$ cat config.mk
export PLATFORM = sky130hd
export DESIGN_NAME = training_sequencer
export DESIGN_NICKNAME = d
export VERILOG_FILES = /design/src/rtl/training_sequencer.sv
export SDC_FILE = /design/constraint.sdc
export NUM_CORES = 1
export LEC_CHECK = 0
export BUFFER_PORTS_ARGS = -buffer_cell sky130_fd_sc_hd__clkbuf_2
export CAP_MARGIN = 10
export CORE_MARGIN = 5
export CORE_UTILIZATION = 30
export DETAILED_ROUTE_END_ITERATION = 6
export PLACE_DENSITY = 0.45
export SKIP_CTS_REPAIR_TIMING = 1
export SLEW_MARGIN = 0
export SYNTH_ARGS = -nofsm -noshare
export SYNTH_HDL_FRONTEND = slang
export SYNTH_SLANG_ARGS = --single-unit
$ cat constraint.sdc
create_clock -name clk -period 2.65 [get_ports clk]
set_clock_uncertainty 0.05 [all_clocks]
set_input_delay 0.53 -clock clk [delete_from_list [all_inputs] [get_ports clk]]
set_output_delay 0.53 -clock clk [all_outputs]
set_load 0.005 [all_outputs]
$ cat src/rtl/training_sequencer.sv
// Training-set store and epoch sequencer that feeds a perceptron one sample at a time.
// Each sample gets a present cycle and an evaluate cycle. Training ends on an error-free epoch or at MAX_EPOCHS.
module training_sequencer #(
  parameter int DEPTH      = 8,
  parameter int MAX_EPOCHS = 100
) (
  input  logic       clk,
  input  logic       reset,
  input  logic       wr_en,
  input  logic [2:0] wr_addr,
  input  logic [3:0] wr_in1,
  input  logic [3:0] wr_in2,
  input  logic [6:0] wr_in3,
  input  logic       wr_label,
  input  logic [3:0] num_samples,
  input  logic       start,
  input  logic       p_out,
  output logic [3:0] p_in1,
  output logic [3:0] p_in2,
  output logic [6:0] p_in3,
  output logic       p_desired,
  output logic       busy,
  output logic       done,
  output logic       converged,
  output logic [7:0] epoch_count,
  output logic [3:0] err_count
);

  typedef struct packed {
    logic [3:0] in1;
    logic [3:0] in2;
    logic [6:0] in3;
    logic       label;
  } sample_t;

  typedef enum logic [2:0] {
    IDLE,
    PRESENT,
    EVAL,
    EPOCH_END,
    DONE
  } state_t;

  state_t     state;
  sample_t    mem [DEPTH];
  sample_t    cur;
  sample_t    wr_sample;
  sample_t    first_sample;
  sample_t    next_sample;
  logic [3:0] n_lat;
  logic [2:0] idx;
  logic [2:0] idx_inc;
  logic [3:0] err;
  logic [7:0] epoch_nxt;
  logic       idle_like;
  logic       wr_accept;
  logic       start_ok;

  assign wr_sample = {wr_in1, wr_in2, wr_in3, wr_label};
  assign idle_like = (state == IDLE) || (state == DONE);
  assign wr_accept = wr_en && idle_like;
  assign start_ok  = start && idle_like && (num_samples != 4'd0) && (num_samples <= 4'(DEPTH));
  assign idx_inc   = idx + 3'd1;
  assign epoch_nxt = epoch_count + 8'd1;

  assign p_in1 = cur.in1;
  assign p_in2 = cur.in2;
  assign p_in3 = cur.in3;

  // Outside EVAL the perceptron sees its own output as the target, so it never updates.
  assign p_desired = (state == EVAL) ? cur.label : p_out;

  // NOTE: the store is built from flops and cleared by reset because a
  // reset must wipe the training set; a RAM macro could not do that.
  always_ff @(posedge clk or negedge reset) begin
    if (!reset) begin
      for (int i = 0; i < DEPTH; i++) mem[i] <= '0;
    end else if (wr_accept) begin
      mem[wr_addr] <= wr_sample;
    end
  end

  // NOTE: every output of combinational logic gets a default first, so no
  // path leaves it unassigned and no latch is inferred.
  always_comb begin
    first_sample = mem[0];
    if (wr_accept && (wr_addr == 3'd0)) first_sample = wr_sample;
    next_sample = mem[idx_inc];
  end

  // NOTE: state and outputs update with non-blocking assignments, so every
  // branch reads the pre-edge values of err, idx and epoch_count.
  always_ff @(posedge clk or negedge reset) begin
    if (!reset) begin
      state       <= IDLE;
      cur         <= '0;
      n_lat       <= '0;
      idx         <= '0;
      err         <= '0;
      busy        <= 1'b0;
      done        <= 1'b0;
      converged   <= 1'b0;
      epoch_count <= '0;
      err_count   <= '0;
    end else begin
      case (state)
        IDLE, DONE: begin
          if (start_ok) begin
            n_lat       <= num_samples;
            idx         <= '0;
            err         <= '0;
            epoch_count <= '0;
            done        <= 1'b0;
            converged   <= 1'b0;
            busy        <= 1'b1;
            cur         <= first_sample;
            state       <= PRESENT;
          end
        end
        PRESENT: begin
          state <= EVAL;
        end
        EVAL: begin
          if ((p_out != cur.label) && (err != 4'd15)) err <= err + 4'd1;
          if ({1'b0, idx} == (n_lat - 4'd1)) begin
            cur   <= '0;
            state <= EPOCH_END;
          end else begin
            idx   <= idx_inc;
            cur   <= next_sample;
            state <= PRESENT;
          end
        end
        EPOCH_END: begin
          err_count   <= err;
          epoch_count <= epoch_nxt;
          if (err == 4'd0) begin
            converged <= 1'b1;
            done      <= 1'b1;
            busy      <= 1'b0;
            state     <= DONE;
          end else if (epoch_nxt == 8'(MAX_EPOCHS)) begin
            converged <= 1'b0;
            done      <= 1'b1;
            busy      <= 1'b0;
            state     <= DONE;
          end else begin
            err   <= '0;
            idx   <= '0;
            cur   <= mem[0];
            state <= PRESENT;
          end
        end
        default: begin
          busy  <= 1'b0;
          state <= IDLE;
        end
      endcase
    end
  end

endmodule

==> results.yml, run 1 <==
pwr:
  power_density_nw_per_um2: 1250
  p_leak_nw: 4.38
  p_seq_share_pct: 37.8
  power.total_mw: 12.4
  power.switching_mw: 4.38
  p_sw_share_pct: 35.4
  p_int_mw: 7.98
  power_frac_comb_pct: 40.8
  irDropWorstVdd_uv: 582
  pwr-share-clk_pct: 21.3
worst_setup_path:
  cp.arrival_ns: 2.00
  slowest_delay_ns: 0.62
  start_kind: "flop"
  crit_required_ns: 2.07
  r2r_slack_ns: 0.48
  timing.rr.start: "state[0]$_DFFE_PN0P_"
  crit_chain: "or3b_2, o21ai_1, clkbuf_2"
  r2r_end: "mem[2]$_DFFE_PN0P_"
  endpoint_kind: "primary output"
  critPathMaxFanout: 10
  critPathKind: "reg2out"
  critPathBufInv: 1
  crit_path_start: "state[0]$_DFFE_PN0P_"
  r2r_cells: 5
  cp_top_family: "simple AND/OR/NAND/NOR gates"
  cp_slowest_cell: "or3b_2"
sta:
  whs_ns: 0.00949
  setup_viol: 0
  relSlewSlack_pct: 62.6
  finalHoldViolCount: 0
  slew_violations: 0
  finalCriticalPeriod_ns: 2.58
  worst_slew_pin_slew_ns: 0.561
  fmax_ghz: 0.387
  rsz0062_at_grt: "false"
  period_share_pct: 97.4
global_routing:
  grt_use_total_pct: 14.6
  grt_pass1_wl_um: 35700
  grt_remaining_overflow: 0
  antenna_found_initial: 0
  grt_pass1_vias: 5976
  grt_max_degree: 63
floorplan:
  die_y_um: 179
  start_util_pct: 30.6
  dieWidth_um: 179
  num_io_pins: 59
  core_um2: 27900
  num_rows: 61
  dieArea_um2: 32000
placed_design:
  portBuffers: 58
  dpl-instance-area_um2: 9260
  gp_congestion: 0.747
  dp_hpwl_um: 14300
  placed_cells: 1050
synthesis:
  yosysTopAreaCell: "dfrtp_1"
  yosysMostFrequentCell: "dfrtp_1"
  synth_area_leaders: "dfrtp_1, mux2_2, mux4_2"
  synth_top_area_share_pct: 50.6
  syn-num-nets: 678
  async_flop_share_pct: 100
  avgSynthCellArea_um2: 13.3
  netlist_instances: 645
  synth_top_flop_cell: "dfrtp_1"
  syn_area_um2: 8550
  netlist_top_cells_count: "dfrtp_1, mux2_2, inv_1, mux4_2, o221ai_1"
  yosysUniqueCellTypes: 57
  synth_edf_count: 0
  ys.warnings.count: 0
  ys_seq_area_share_pct: 50.6
  synth.ff_latch_count: 173
finish:
  final_area_um2: 9880
  stdcell_count: 1082
  drive_gt1_share_pct: 38.6
  synthToLayoutAreaGrowth_pct: 15.6
  nNetsFinal: 724
  antennaDiodeCount: 0
cts:
  path_clk_slew_ns: 0.07
  worstSkewPairLatency_ns: 0.44
  cts_root_buf: "clkbuf_16"
  numCtsBuffers: 17
  cts_max_path_buffers: 2
  numClockSinks: 173
  htreeDepth: 4
  cts_tree: "built"
detailed_routing:
  vias_per_cell: 5.11
  ant_nets: 0
  dr.first_iter.drc_count: 301
  first_pass_iters: 4
  drc: 0
  vias: 5529
  routed_wl_um: 22300
  avgRoutedWirePerCell_um: 20.6
min_path:
  hold_class: "in2async"
run:
  cap_violations: 0
status:
  status: "finished clean"
-- power by group through the flow --
stage	Clock [mW]	Combinational, mW	Sequential [mW]
finish	2.63	5.05	4.68
global route	2.82	5.53	4.82
CTS	2.72	5.17	4.69
detailed placement	0	5.15	4.73
global placement	0	5.03	4.63
floorplan	0	3.83	4.37
-- area by class of cell --
type                       instances  area [um^2]
timing repair buffer              85          549
multi-input combinational        373         3760
tap                              378          473
sequential                       173         4330
clock inverter                    15          195
inverter                          41          154
fill                            2720        18000
clock buffer                      17          425
-- cell usage in the layout, fill, tap and decap left out, types with 3 or more instances in the layout --
cell type  count
inv_1         41
o21ai_0       15
o221ai_1      29
mux2i_1       16
nand4_1        4
nor2_1         6
and2_1         3
buf_12         4
o221ai_2       8
mux2_2        96
mux2_1        20
dfrtp_1      172
ha_1           4
inv_8          3
clkbuf_2      57
xor2_1         4
nand3b_2       3
clkbuf_16     17
a21o_1        17
a21oi_1        6
a22o_1         3
a211oi_1      17
clkinv_4       3
a41oi_1        3
nand3_1        3
nand2_1       22
mux4_2        32
and3_1        20
nor3_1         3
inv_6          4
buf_4         23
-- routing by layer --
layer | routed length [um] | global-route usage (%)
met1 | 10300 | 19.7
met2 | 10900 | 23.8
met3 | 637 | 2.74
met5 | 0 | 0
met4 | 456 | 4.73
-- state kept, by name (all words and copies together), names as in the netlist --
name,cells
mem,128
epoch_count,8
p_in3,7
err,4
err_count,4
n_lat,4
p_in1,4
p_in2,4
idx,3
state,3
busy,1
converged,1
cur,1
done,1
-- cells by family (layout without fill, tap and decap cells) --
group | count (synthesis) | after routing | share of synthesized area (%)
compound gates | 115 | 115 | 10.8
xor+xnor | 7 | 7 | 0.805
fa+ha+maj | 5 | 5 | 0.731
buf+inv | 99 | 158 | 5.59
flops | 173 | 173 | 50.6
mux | 164 | 164 | 25.6
simple gates | 82 | 82 | 5.90
-- worst max path at each step --
| stage | endpoint | cells after the start |
|---|---|---|
| after floorplan | cur[0]$_DFFE_PN0P_ | 7 |
| after global placement | p_in3[5]$_DFFE_PN0P_ | 6 |
| after detailed placement | p_in3[3]$_DFFE_PN0P_ | 6 |
| after CTS | p_desired | 3 |
| after global routing | p_desired | 3 |
| final | p_desired | 3 |
-- stage by stage --
step	utilization [%]	setup WS, ns	setup TNS, ns
2_1_floorplan	-	0.480	0
3_3_place_gp	33.2	0.441	0
3_5_place_dp	33.2	0.403	0
4_1_cts	35.4	-0.0421	-0.0421
5_1_grt	35.4	0.0548	0
6_report	35.4	0.0683	0
Note: power is estimated with default switching activity, not from simulation.
==> inputs of run 2 (changes only) <==
REMOVE_ABC_BUFFERS = 1   (was not set)
SKIP_LAST_GASP = 1   (was not set)
==> run 2 against run 1 <==
Against the previous run: count of clock-buffer cells in the layout rose by 1; worst hold slack worse by 0.0080 ns; global-route usage down 0.47 points; clock power is 2% higher; maximum frequency increased by 5.0%; non-clock buffer count is the same; flip-flop and latch count is the same; setup slack better by 0.12 ns; first-iteration DRC count shrank 27%; register-to-register slack worse by 0.19 ns; combinational power down 2%; sequential share of layout area rose by 0.090 points; critical endpoint unchanged; highest routed layer unchanged.
==> results.yml, run 2 (synthesized netlist as in run 1, its figures left out) <==
cts:
  numCtsBuffers: 17
  numClockSinks: 173
  worstSkewPairLatency_ns: 0.43
  path_clk_slew_ns: 0.07
  htreeDepth: 4
  cts_root_buf: "clkbuf_16"
  cts_max_path_buffers: 2
  cts_tree: "built"
worst_setup_path:
  endpoint_kind: "primary output"
  r2r_cells: 6
  critPathMaxFanout: 10
  crit_required_ns: 2.07
  critPathKind: "reg2out"
  cp.arrival_ns: 1.88
  start_kind: "flop"
global_routing:
  grt_remaining_overflow: 0
  grt_pass1_vias: 5891
  grt_use_total_pct: 14.1
  grt_max_degree: 57
  antenna_found_initial: 0
  grt_pass1_wl_um: 34700
detailed_routing:
  routed_wl_um: 21800
  avgRoutedWirePerCell_um: 20.1
  drc: 0
  vias: 5535
  ant_nets: 0
  vias_per_cell: 5.12
  first_pass_iters: 4
  dr.first_iter.drc_count: 221
finish:
  nNetsFinal: 724
  drive_gt1_share_pct: 38.8
  stdcell_count: 1082
  fillers: 2768
  antennaDiodeCount: 0
  final_common_cell: "dfrtp_1"
  largest_reg_flops: 128
  regMostFlops: "mem"
  synthToLayoutAreaGrowth_pct: 15.4
  layout_common_cells: "dfrtp_1, mux2_2, clkbuf_2"
pwr:
  power_density_nw_per_um2: 1250
  irDropWorstVdd_uv: 618
  p_leak_nw: 4.38
placed_design:
  gp_congestion: 0.732
  dp_hpwl_um: 14400
  placed_cells: 1050
  portBuffers: 58
min_path:
  hold_class: "in2async"
floorplan:
  num_rows: 61
  start_util_pct: 30.6
  dieArea_um2: 32000
  core_um2: 27900
  dieWidth_um: 179
  num_io_pins: 59
  die_y_um: 179
sta:
  finalCriticalPeriod_ns: 2.46
  worst_slew_pin_slew_ns: 0.763
  rsz0062_at_grt: "false"
  period_share_pct: 92.8
  setup_viol: 0
  finalHoldViolCount: 0
  fmax_ghz: 0.407
  relSlewSlack_pct: 49.0
  whs_ns: 0.00149
  slew_violations: 0
status:
  status: "finished clean"
run:
  cap_violations: 0
run 2: where the power goes:
part | internal [mW] | switching [mW]
clock | 1.48 | 1.19
sequential | 3.88 | 0.815
combinational | 2.61 | 2.34
run 2: final cells by class:
class | count | area, um^2 | share of cell area (%)
clock buffer | 18 | 439 | 4.45
clock inverter | 14 | 190 | 1.93
inverter | 41 | 154 | 1.56
multi-input combinational | 373 | 3770 | 38.2
sequential | 173 | 4330 | 43.9
tap | 378 | 473 | 4.79
timing repair buffer | 85 | 512 | 5.19
run 2: worst max-delay path, stage by stage (launching register included):
cell      delay [ns]
dfrtp_1         0.54
or3b_4          0.51
o21ai_1         0.24
clkbuf_2        0.16
run 2: per-layer routing:
| layer | routed length (um) | up-vias | track usage [%] |
|---|---|---|---|
| li1 | - | 2497 | - |
| met1 | 10200 | 2899 | 19.8 |
| met2 | 10500 | 124 | 22.8 |
| met3 | 761 | 15 | 2.97 |
| met4 | 307 | 0 | 2.97 |
| met5 | 0 | - | 0 |
run 2: worst paths after layout:
| kind | from | to | slack [ns] |
|---|---|---|---|
| setup / recovery | state[0]$_DFFE_PN0P_ | p_desired | 0.19 |
| hold / removal | reset | err_count[1]$_DFFE_PN0P_ | 0.001 |
| setup reg to reg | epoch_count[0]$_DFFE_PN0P_ | p_in3[4]$_DFFE_PN0P_ | 0.29 |
| hold reg to reg | mem[8]$_DFFE_PN0P_ | mem[8]$_DFFE_PN0P_ | 0.43 |
| max in group asynchronous | reset | mem[120]$_DFFE_PN0P_ | 1.74 |
| min in group clk | num_samples[0] | n_lat[3]$_DFFE_PN0P_ | 0.29 |
run 2: through the flow:
step                power, mW  TNS [ns]  worst slack, ns  cell area (um^2)  util, %
floorplan                7.91    -13.11           -0.808              8230        -
global placement         9.56         0            0.188              9230     33.0
detailed placement       9.78         0            0.113              9230     33.0
CTS                      12.5    -0.133           -0.133              9860     35.3
global route             13.2         0           0.0864              9870     35.3
finish                   12.3         0            0.191              9870     35.3
